$ cat src/rtl/pc_sequencer_if.sv
// rtl/pc_sequencer_if.sv - fetch/commit bundle between the PC sequencer, branch logic and instruction memory
//
// Purpose: groups the sequencer's non-clock signals.
// Build option: PC_REDIRECT_CNT_EN adds the CNT_W parameter and the TAKEN_COUNT signal.
// Signals:
//    PC_INC        branch/jump offset from the offset adder (two's complement, 0 = no redirect)
//    BUSYWAIT      data-memory stall
//    IMEM_BUSYWAIT instruction memory still busy with the current read
//    PC            current instruction address
//    PC_PLUS4      PC + PC_STEP
//    IMEM_READ     instruction read request
//    INSTR_VALID   instruction at PC is stable
//    TAKEN_COUNT   committed redirects (PC_REDIRECT_CNT_EN only)
// Modports: master = sequencer side, slave = branch logic / memory side.
interface pc_sequencer_if
`ifdef PC_REDIRECT_CNT_EN
   #(parameter int CNT_W = 16)
`endif
   ;
   logic [31:0] PC_INC;
   logic        BUSYWAIT;
   logic        IMEM_BUSYWAIT;
   logic [31:0] PC;
   logic [31:0] PC_PLUS4;
   logic        IMEM_READ;
   logic        INSTR_VALID;
`ifdef PC_REDIRECT_CNT_EN
   logic [CNT_W-1:0] TAKEN_COUNT;
`endif

   modport master (
      input  PC_INC, BUSYWAIT, IMEM_BUSYWAIT,
`ifdef PC_REDIRECT_CNT_EN
      output TAKEN_COUNT,
`endif
      output PC, PC_PLUS4, IMEM_READ, INSTR_VALID
   );

   modport slave (
      output PC_INC, BUSYWAIT, IMEM_BUSYWAIT,
`ifdef PC_REDIRECT_CNT_EN
      input  TAKEN_COUNT,
`endif
      input  PC, PC_PLUS4, IMEM_READ, INSTR_VALID
   );
endinterface

$ cat src/rtl/pc_sequencer.sv
// rtl/pc_sequencer.sv - program-counter sequencer with fetch handshake and stall handling
//
// Purpose: holds PC, requests each instruction from instruction memory, and commits
//    PC <= PC + PC_STEP + PC_INC once per instruction, stalling on either busywait.
// Build option: PC_REDIRECT_CNT_EN adds a saturating counter of committed redirects
//    (PC_INC != 0) on bus.TAKEN_COUNT, CNT_W bits wide.
// Ports:
//    CLK    in  clock, all state updates on posedge
//    RESET  in  synchronous active-high reset
//    bus    pc_sequencer_if.master (PC_INC, BUSYWAIT, IMEM_BUSYWAIT in;
//           PC, PC_PLUS4, IMEM_READ, INSTR_VALID, TAKEN_COUNT out)
module pc_sequencer #(
   parameter logic [31:0] RESET_PC = 32'h0000_0000,
   parameter logic [31:0] PC_STEP  = 32'd4
`ifdef PC_REDIRECT_CNT_EN
   ,
   parameter int          CNT_W    = 16
`endif
) (
   input  logic           CLK,
   input  logic           RESET,
   pc_sequencer_if.master bus
);

   typedef enum logic [1:0] {
      S_HOLD  = 2'b00,
      S_FETCH = 2'b01,
      S_EXEC  = 2'b10
   } state_t;

   state_t      state_q, state_d;
   logic [31:0] pc_q, pc_d;
   logic        read_q, read_d;
   logic        valid_q, valid_d;
   logic        commit;

   always_ff @(posedge CLK) begin
      if (RESET) begin
         state_q <= S_HOLD;
         pc_q    <= RESET_PC;
         read_q  <= 1'b0;
         valid_q <= 1'b0;
      end else begin
         state_q <= state_d;
         pc_q    <= pc_d;
         read_q  <= read_d;
         valid_q <= valid_d;
      end
   end

   always_comb begin
      state_d = state_q;
      pc_d    = pc_q;
      read_d  = read_q;
      valid_d = valid_q;
      commit  = 1'b0;
      case (state_q)
         S_HOLD: begin
            state_d = S_FETCH;
            read_d  = 1'b1;
            valid_d = 1'b0;
         end
         S_FETCH: begin
            // Data-memory BUSYWAIT is deliberately not looked at while fetching.
            read_d  = 1'b1;
            valid_d = 1'b0;
            if (!bus.IMEM_BUSYWAIT) begin
               state_d = S_EXEC;
               read_d  = 1'b0;
               valid_d = 1'b1;
            end
         end
         S_EXEC: begin
            read_d  = 1'b0;
            valid_d = 1'b1;
            if (!bus.BUSYWAIT) begin
               // PC_INC is only sampled here; modulo-2^32 wrap is intended.
               commit  = 1'b1;
               pc_d    = pc_q + PC_STEP + bus.PC_INC;
               state_d = S_FETCH;
               read_d  = 1'b1;
               valid_d = 1'b0;
            end
         end
         default: begin
            // Unused encoding: recover through S_HOLD without touching PC.
            state_d = S_HOLD;
            read_d  = 1'b0;
            valid_d = 1'b0;
         end
      endcase
   end

   assign bus.PC          = pc_q;
   assign bus.PC_PLUS4    = pc_q + PC_STEP;
   assign bus.IMEM_READ   = read_q;
   assign bus.INSTR_VALID = valid_q;

`ifdef PC_REDIRECT_CNT_EN
   logic [CNT_W-1:0] cnt_q;

   // Saturates at all-ones rather than wrapping.
   always_ff @(posedge CLK) begin
      if (RESET) begin
         cnt_q <= '0;
      end else if (commit && (bus.PC_INC != 32'd0) && (cnt_q != {CNT_W{1'b1}})) begin
         cnt_q <= cnt_q + {{(CNT_W-1){1'b0}}, 1'b1};
      end
   end

   assign bus.TAKEN_COUNT = cnt_q;
`endif

endmodule

$ cat src/flat_wrapper.sv
// flat-port wrapper written by rule: the top's interface ports become plain ports
module pc_sequencer_flat 
#(
   parameter logic [31:0] RESET_PC = 32'h0000_0000,
   parameter logic [31:0] PC_STEP  = 32'd4

)
  (CLK, RESET, bus_PC_INC, bus_BUSYWAIT, bus_IMEM_BUSYWAIT, bus_PC, bus_PC_PLUS4, bus_IMEM_READ, bus_INSTR_VALID);
  pc_sequencer_if bus_i ();
  input  logic CLK;
  input  logic RESET;
  input wire logic [$bits(bus_i.PC_INC)-1:0] bus_PC_INC;
  input wire logic [$bits(bus_i.BUSYWAIT)-1:0] bus_BUSYWAIT;
  input wire logic [$bits(bus_i.IMEM_BUSYWAIT)-1:0] bus_IMEM_BUSYWAIT;
  output wire logic [$bits(bus_i.PC)-1:0] bus_PC;
  output wire logic [$bits(bus_i.PC_PLUS4)-1:0] bus_PC_PLUS4;
  output wire logic [$bits(bus_i.IMEM_READ)-1:0] bus_IMEM_READ;
  output wire logic [$bits(bus_i.INSTR_VALID)-1:0] bus_INSTR_VALID;
  assign bus_i.PC_INC = bus_PC_INC;
  assign bus_i.BUSYWAIT = bus_BUSYWAIT;
  assign bus_i.IMEM_BUSYWAIT = bus_IMEM_BUSYWAIT;
  assign bus_PC = bus_i.PC;
  assign bus_PC_PLUS4 = bus_i.PC_PLUS4;
  assign bus_IMEM_READ = bus_i.IMEM_READ;
  assign bus_INSTR_VALID = bus_i.INSTR_VALID;
  pc_sequencer #(.RESET_PC(RESET_PC), .PC_STEP(PC_STEP)) u_core (.CLK(CLK), .RESET(RESET), .bus(bus_i));
endmodule
$ cat config.mk
export PLATFORM = sky130hd
export DESIGN_NAME = pc_sequencer_flat
export DESIGN_NICKNAME = d
export VERILOG_FILES = /design/src/rtl/pc_sequencer_if.sv /design/src/rtl/pc_sequencer.sv /design/src/flat_wrapper.sv
export SDC_FILE = /design/constraint.sdc
export NUM_CORES = 1
export LEC_CHECK = 0
export ABC_AREA = 1
export BUFFER_PORTS_ARGS = -buffer_cell sky130_fd_sc_hd__buf_2
export CORE_ASPECT_RATIO = 1.4
export CORE_MARGIN = 2
export CORE_UTILIZATION = 55
export DETAILED_ROUTE_END_ITERATION = 7
export HOLD_SLACK_MARGIN = 0.02
export PLACE_DENSITY = 0.91
export SYNTH_ARGS = -nofsm -noshare
export SYNTH_HDL_FRONTEND = slang
export SYNTH_SLANG_ARGS = --single-unit
$ cat constraint.sdc
create_clock -name CLK -period 7.3 [get_ports CLK]
set_input_delay 2.19 -clock CLK [delete_from_list [all_inputs] [get_ports CLK]]
set_output_delay 2.19 -clock CLK [all_outputs]
set_load 0.02 [all_outputs]
==> results of run 1 <==
==> metrics by stage <==
stage | cell area, um2 | utilization | worst slack, ps | hold slack (ps)
after floorplan | 4410 | - | 3210 | 472
after global placement | 5000 | 0.645 | 3310 | 495
after detailed placement | 5000 | 0.645 | 3250 | 503
after CTS | 5110 | 0.660 | 2920 | 515
after global routing | 5110 | 0.660 | 2730 | 564
final | 5110 | 0.660 | 2860 | 513
==> cell usage after synthesis (3+ instances only) <==
cell and n:
nand3_1 42, o21ai_0 25, a21oi_1 52, dfxtp_1 36
inv_1 151, nor2_2 6, ha_1 38, and2_1 3
nor2_4 5, nand2_1 236, nand2_2 5, o21bai_1 8
xor2_1 38, xnor2_1 4, clkbuf_1 9, nor3_1 8
nand4_1 8, nor2_1 85
==> area by class of cell <==
type	count	area [um2]
inverters	152	571
fillers	747	2640
clock inverters	3	46.3
well taps	100	125
flip-flops and latches	36	721
repair buffers	102	513
multi-input cells	575	3070
clock buffers	5	68.8
==> final timing paths <==
kind | start | endpoint | slack, ps | cells after the start
setup / recovery | u_core.bus.PC[2] | bus_PC_PLUS4[28] | 2860 | 8
hold reg to reg | u_core.state_q[1] | u_core.state_q[1] | 510 | 2
setup reg to reg | u_core.bus.PC[6] | u_core.bus.PC[27] | 4130 | 21
hold / removal | u_core.state_q[1] | u_core.state_q[1] | 510 | 2
==> per-layer routing <==
layer / vias to the layer above / part of all wire / routed length (um)
met5: - / 0 / 0
met4: 0 / 0.057 / 772
met3: 55 / 0.069 / 931
met2: 252 / 0.49 / 6630
met1: 2245 / 0.38 / 5130
li1: 2572 / - / -
==> kinds of logic after synthesis <==
logic type,Yosys count,synth area share
xor gates and xnor gates,42,0.0835
and+or+nand+nor,407,0.395
AOI/OAI and AO/OA,87,0.105
buffers and inverters,163,0.141
DFF,36,0.164
adders and majority gates,39,0.112
==> worst min-delay path, delay by kind of cell (launching register included) <==
kind               cells  cell delay (ps)
AOI/OAI and AO/OA      1               50
DFF                    1              350
and+or+nand+nor        1               70
==> power breakdown <==
| group | internal, W | switching, W |
|---|---|---|
| Clock | 0.000103 | 0.0000904 |
| Combinational | 0.0000638 | 0.000125 |
| Sequential | 0.000205 | 0.0000110 |
==> registers in the layout (all words and copies together) (netlist names) <==
signal and count:
u_core.bus.IMEM_READ 1, u_core.bus.INSTR_VALID 1, u_core.bus.PC 32, u_core.state_q 2
==> results.md, run 1 <==
* Status: finished, final reports clean
* Most used DFF post-synth: dfxtp_1
* RSZ-0062 raised after global routing: false
* Die width at 79.6 um
* Routed Antenna Nets at 0
* Die Y at 110 um
* # clock sinks at 36
* DRC at 0
* Vias in the first global route at 4787
* Placed cell count at 965
* FMAX at 225 MHz
* Clock transition at the registers of the reported paths at 90 ps
* CTS tree: built
* Fin crit share at 0.608
* Fin. Hold Viols at 0
* Worst Hold Class: flip-flop to flip-flop
* Worst-path fanout max at 5
* Area growth syn-to-layout at 16.0%
* Minimum clock period at 4440 ps
* CTS Hold Bufs at 0
* Starting Density at 0.568
* RePlAce Congestion at 0.994
* Crit path kind: flip-flop to primary output
* Peak supply drop at 0.0875 mV
* Crit-path slowest cell: dfxtp_1
* Antenna diodes at 0
* Netlist cell types at 29
* Post-Syn Nets at 849
* Setup violations, final at 0
* Clock latency on the worst-skew pair at 300 ps
* Layout Nets at 947
* CTS Buf Count at 5
* Fin Clk Skew at 5.25 ps
* CTS H-tree lvls at 2
* Mapped Cells at 774
* CTS root buffer: clkbuf_8
* Fraction of registers with async set/reset at 0
* GRT Residual Overflow at 0
* Final Total Pwr at 0.000599 W
* Avg Cell Area, Syn at 5.69 um2
* Average wire per standard cell at 13.8 um
* Grt met1 use at 0.338
* Critical Path Most Common Cell: nand2_1
* Pin count of the biggest net entering global routing at 36
* HPWL after detailed placement at 11000 um
* Crit-path leading delay family: simple AND/OR/NAND/NOR gates
* YS warnings at 0
* Initial drt markers at 300
* DIE AREA at 8750 um2
* Seq/Total Area, Yosys at 0.164
* Top cell type's share of synthesized area at 0.201
* GRT Resource Usage Total at 0.314
* Commonest non-fill, non-tap cell in the layout: nand2_1
* First-pass GRT wire length at 21500 um
* Flops & latches, synth at 36
* Critical path cell sequence: ha_1 > nand2_1 > nor2_2 > nand4_1 > nor4_2 > nand2_1 > xnor2_1 > buf_2
* Actual slew at the worst max-slew pin at 960 ps
* Max_cap viols at 0
* Setup TNS at 0 ps
* WP buf/inv at 1
* Detail-routed via count per cell at 5.27
* Layer with the highest usage: met2
* Post-CTS setup repair buffer count at 0
* Post-CTS sizing at 0
* Initial antenna violation count at 0
* Number of synthesized flops with an enable pin at 0
* Slowest stage delay, CP at 410 ps
* Layout cells sized above 1 at 0.152
* P_leak at 3.16 nW
* Slew Viols, Final at 0
* I/O Buffers at 101
* Top cells by area, synth: nand2_1 (20%), dfxtp_1 (16%), inv_1 (13%)
* Yosys top cell by area: nand2_1
* Grt met3 use at 0.0361
* P per Cell Area at 117 nW/um2
* First-pass DRT Iterations at 5
* Top-Level Pins at 102
* Slew headroom at 0.359
* Worst Setup End Kind: primary output
* Mapped Area at 4410 um2
* Critical path arrival at 2250 ps
* Non-Filler Instances at 973
* Met2 Track Usage GR at 0.582
* Core Region at 7750 um2
* Clock Path Buffers at 2
* Routed via count at 5124
* Most frequent cells in the layout: nand2_1 (236), inv_1 (151), buf_2 (101)
* DRT Wirelength at 13500 um
* Critical path required time at 5110 ps
* Worst setup SP type: flip-flop
* # rows at 38
Note: power is estimated with default switching activity, not from simulation.
==> run 2, diff against run 1 <==
--- a/config.mk
+++ b/config.mk
@@ -5,14 +5,14 @@
 export SDC_FILE = /design/constraint.sdc
 export NUM_CORES = 1
 export LEC_CHECK = 0
-export ABC_AREA = 1
+export ABC_AREA = 0
 export BUFFER_PORTS_ARGS = -buffer_cell sky130_fd_sc_hd__buf_2
 export CORE_ASPECT_RATIO = 1.4
 export CORE_MARGIN = 2
-export CORE_UTILIZATION = 55
+export CORE_UTILIZATION = 48
 export DETAILED_ROUTE_END_ITERATION = 7
 export HOLD_SLACK_MARGIN = 0.02
-export PLACE_DENSITY = 0.91
+export PLACE_DENSITY = 0.88
 export SYNTH_ARGS = -nofsm -noshare
 export SYNTH_HDL_FRONTEND = slang
 export SYNTH_SLANG_ARGS = --single-unit
==> constraint.sdc (replaced) <==
create_clock -name CLK -period 3.8 [get_ports CLK]
set_input_delay 1.14 -clock CLK [delete_from_list [all_inputs] [get_ports CLK]]
set_output_delay 1.14 -clock CLK [all_outputs]
set_load 0.02 [all_outputs]
==> run 2 against run 1 <==
Against the previous run: wire length is 19% lower; clock power is 51% higher; die area is 8.7% lower; sequential power is 88% higher; critical endpoint is now u_core.bus.PC[31]; largest cell class unchanged.
==> results.md, run 2 <==
* Status: finished, final reports clean
* Critical Path Most Common Cell: nand2_1
* Mapped Area at 3490 um2
* Worst reg2reg setup slack at 170 ps
* CTS H-tree lvls at 2
* Max reg flops at 32
* DRC at 0
* Yosys top cell by area: dfxtp_1
* WP buf/inv at 0
* Non-Filler Instances at 659
* Mapped Cells at 462
* Synth top cells by count: nand2_1 (85), a21oi_1 (49), ha_1 (38)
* Pin count of the biggest net entering global routing at 41
* Layout Utilization at 0.607
* Largest Register: u_core.bus.PC
* Critical path arrival at 3820 ps
* HPWL after detailed placement at 8440 um
* Fin. Hold Viols at 0
* First-pass DRT Iterations at 5
* Xor and xnor fraction of the mapped netlist area at 0.127
* Setup violations, final at 0
* Netlist cell types at 56
* FMAX at 275 MHz
* Worst hold path depth at 2
* Setup TNS at 0 ps
* DIE AREA at 7990 um2
* Slew headroom at 0.406
* Hold Startpoint: u_core.bus.PC[19]
* Peak supply drop at 0.167 mV
* Number of synthesized flops with an enable pin at 0
* YS warnings at 0
* Main combinational cell family by area after synthesis: simple AND/OR/NAND/NOR gates
* RR Endpoint: u_core.bus.PC[31]
* Die Y at 105 um
* # rows at 36
* Average wire per standard cell at 16.6 um
* Avg Cell Area, Syn at 7.56 um2
* Top Registers: u_core.bus.PC (32), u_core.state_q (2)
* Layout cells sized above 1 at 0.266
* Simple-Gate Fraction of Synth Area at 0.269
* RePlAce Congestion at 0.964
* Seq/Total Area, Yosys at 0.206
* CTS Buf Count at 5
* Crit-path slowest cell: dfxtp_1
* I/O Buffers at 101
* Layout Nets at 638
* Routed via count at 3927
* Worst Hold Class: flip-flop to flip-flop
* GRT Residual Overflow at 0
* Fraction of registers with async set/reset at 0
* Post-CTS setup repair buffer count at 0
* Multiplexer share of the synthesized area at 0.0118
* Crit path kind: flip-flop to flip-flop
* Worst setup startpoint: u_core.bus.PC[6]
* P_leak at 2.09 nW
* Worst Setup End Kind: flip-flop
* Fin area at 4270 um2
* Post-Syn Nets at 537
* Fin crit share at 0.957
* Synth Area in Adders at 0.142
* Top cell type's share of synthesized area at 0.206
* Flops & latches, synth at 36
* Psw at 0.000342 W
* Minimum clock period at 3630 ps
* Core Region at 7030 um2
* Commonest non-fill, non-tap cell in the layout: buf_2
* Post-DP Area at 4120 um2
* Critical path cell sequence: nand2_1 > nor2_2 > and2_2 > nand2_1 > xnor2_2 > ha_1 > and2_1 > nand2_1 > nand2_1 > a21o_1 > a2111o_1 > a21oi_1 > nor3_1 > o21ai_1 > mux2_1
* DRT Wirelength at 10900 um
* Clock power share at 0.305
* Net Sw Frac at 0.355
* Actual slew at the worst max-slew pin at 891 ps
* Die width at 76.1 um
* Clock Path Buffers at 2
* Crit-path leading delay family: simple AND/OR/NAND/NOR gates
* Max_cap viols at 0
* GRT Resource Usage Total at 0.270
* Top-Level Pins at 102
* Int Power at 0.000622 W
* Worst Reg-to-Reg Cells at 15
* Slew Viols, Final at 0
* Most frequent cells in the layout: buf_2 (101), nand2_1 (85), a21oi_1 (48)
* Vias in the first global route at 3971
* Hold slack at 491 ps
* Routed Antenna Nets at 0
* Levels on crit path at 15
* Detail-routed via count per cell at 5.96
* Fin Clk Skew at 3.60 ps
* Antenna diodes at 0
* Initial antenna violation count at 0
* Synth Area in Compound Gates at 0.209
* Reg2reg start: u_core.bus.PC[6]
* Critical path required time at 3980 ps
* # clock sinks at 36
* Worst-path fanout max at 6
* Seq pwr share at 0.421
* CTS root buffer: clkbuf_8
* Clock latency on the worst-skew pair at 290 ps
* Area growth syn-to-layout at 22.1%
* Worst setup SP type: flip-flop
* Top cells by area, synth: dfxtp_1 (21%), ha_1 (14%), nand2_1 (9.1%)
* Placed cell count at 651
* Combinational power share at 0.274
* First-pass GRT wire length at 17800 um
* Slowest stage delay, CP at 530 ps
* RSZ-0062 raised after global routing: false
* Sink of the worst hold path: u_core.bus.PC[19]
* Initial drt markers at 251
* Most numerous cell in the Yosys netlist: nand2_1
* Starting Density at 0.497
* P per Cell Area at 226 nW/um2
* CTS tree: built
* Clock transition at the registers of the reported paths at 80 ps
* Most used DFF post-synth: dfxtp_1
-- run 2: changes by cell type after synthesis, sizes merged, moves of 14 or more --
cell,delta
xor2,-24
nand2,-156
nand3,-20
a21o,+14
nor2,-72
xnor2,+32
inv,-140
-- run 2: kinds of logic (layout without fill, tap and decap cells) --
group	Yosys count	count (layout)
compound gates	114	114
simple gates	189	189
flops	36	36
mux	4	4
buf+inv	30	132
xor+xnor	50	50
fa+ha+maj	39	39
-- run 2: timing repair --
item	in CTS	in global routing
hold buffers	0	0
setup endpoints to repair	1	4
pin swaps	0	1
resized for setup	4	17
-- run 2: routing by layer --
metal	vias up	part of all wire	GRT usage	routed length, um
met5	-	0	0	0
met4	0	0.058	0.169	629
met3	54	0.059	0.0380	648
met2	190	0.53	0.518	5770
met1	1835	0.36	0.270	3880
li1	1848	-	-	-
-- run 2: stage by stage --
step	power [W]	worst slack, ps
floorplan	0.000590	31.9
global placement	0.000664	27.1
detailed placement	0.000673	-81.5
CTS	0.000962	8.43
global route	0.00101	6.31
finish	0.000963	165
-- run 2: area by class of cell --
type | count | area [um2]
Clock buffer | 5 | 68.8
Clock inverter | 3 | 23.8
Fill cell | 678 | 2760
Inverter | 13 | 48.8
Multi-Input combinational cell | 396 | 2690
Sequential cell | 36 | 733
Tap cell | 95 | 119
Timing Repair Buffer | 111 | 581
-- run 2: how the worst max path moves through the flow --
stage / endpoint / slack, ps
2_1_floorplan: u_core.bus.PC[31] / 30
3_3_place_gp: u_core.bus.PC[31] / 30
3_5_place_dp: u_core.bus.PC[31] / -80
4_1_cts: u_core.bus.PC[31] / 8
5_1_grt: u_core.bus.PC[31] / 6
6_report: u_core.bus.PC[31] / 170
-- run 2: power groups by stage --
stage | clock network [W] | logic (W) | registers [W]
after floorplan | 0 | 0.000164 | 0.000425
final | 0.000293 | 0.000264 | 0.000406
after global routing | 0.000313 | 0.000289 | 0.000408
after detailed placement | 0 | 0.000258 | 0.000415
after CTS | 0.000296 | 0.000260 | 0.000406
after global placement | 0 | 0.000251 | 0.000413
-- run 2: worst register-to-register path, cell delays in order (launching register included) --
cell and delay (ps):
dfxtp_1 530, nand2_1 160, nor2_2 200, and2_2 260
nand2_1 110, xnor2_2 240, ha_1 340, and2_1 210
nand2_1 100, nand2_1 70, a21o_1 230, a2111o_1 300
a21oi_1 190, nor3_1 80, o21ai_1 160, mux2_1 340
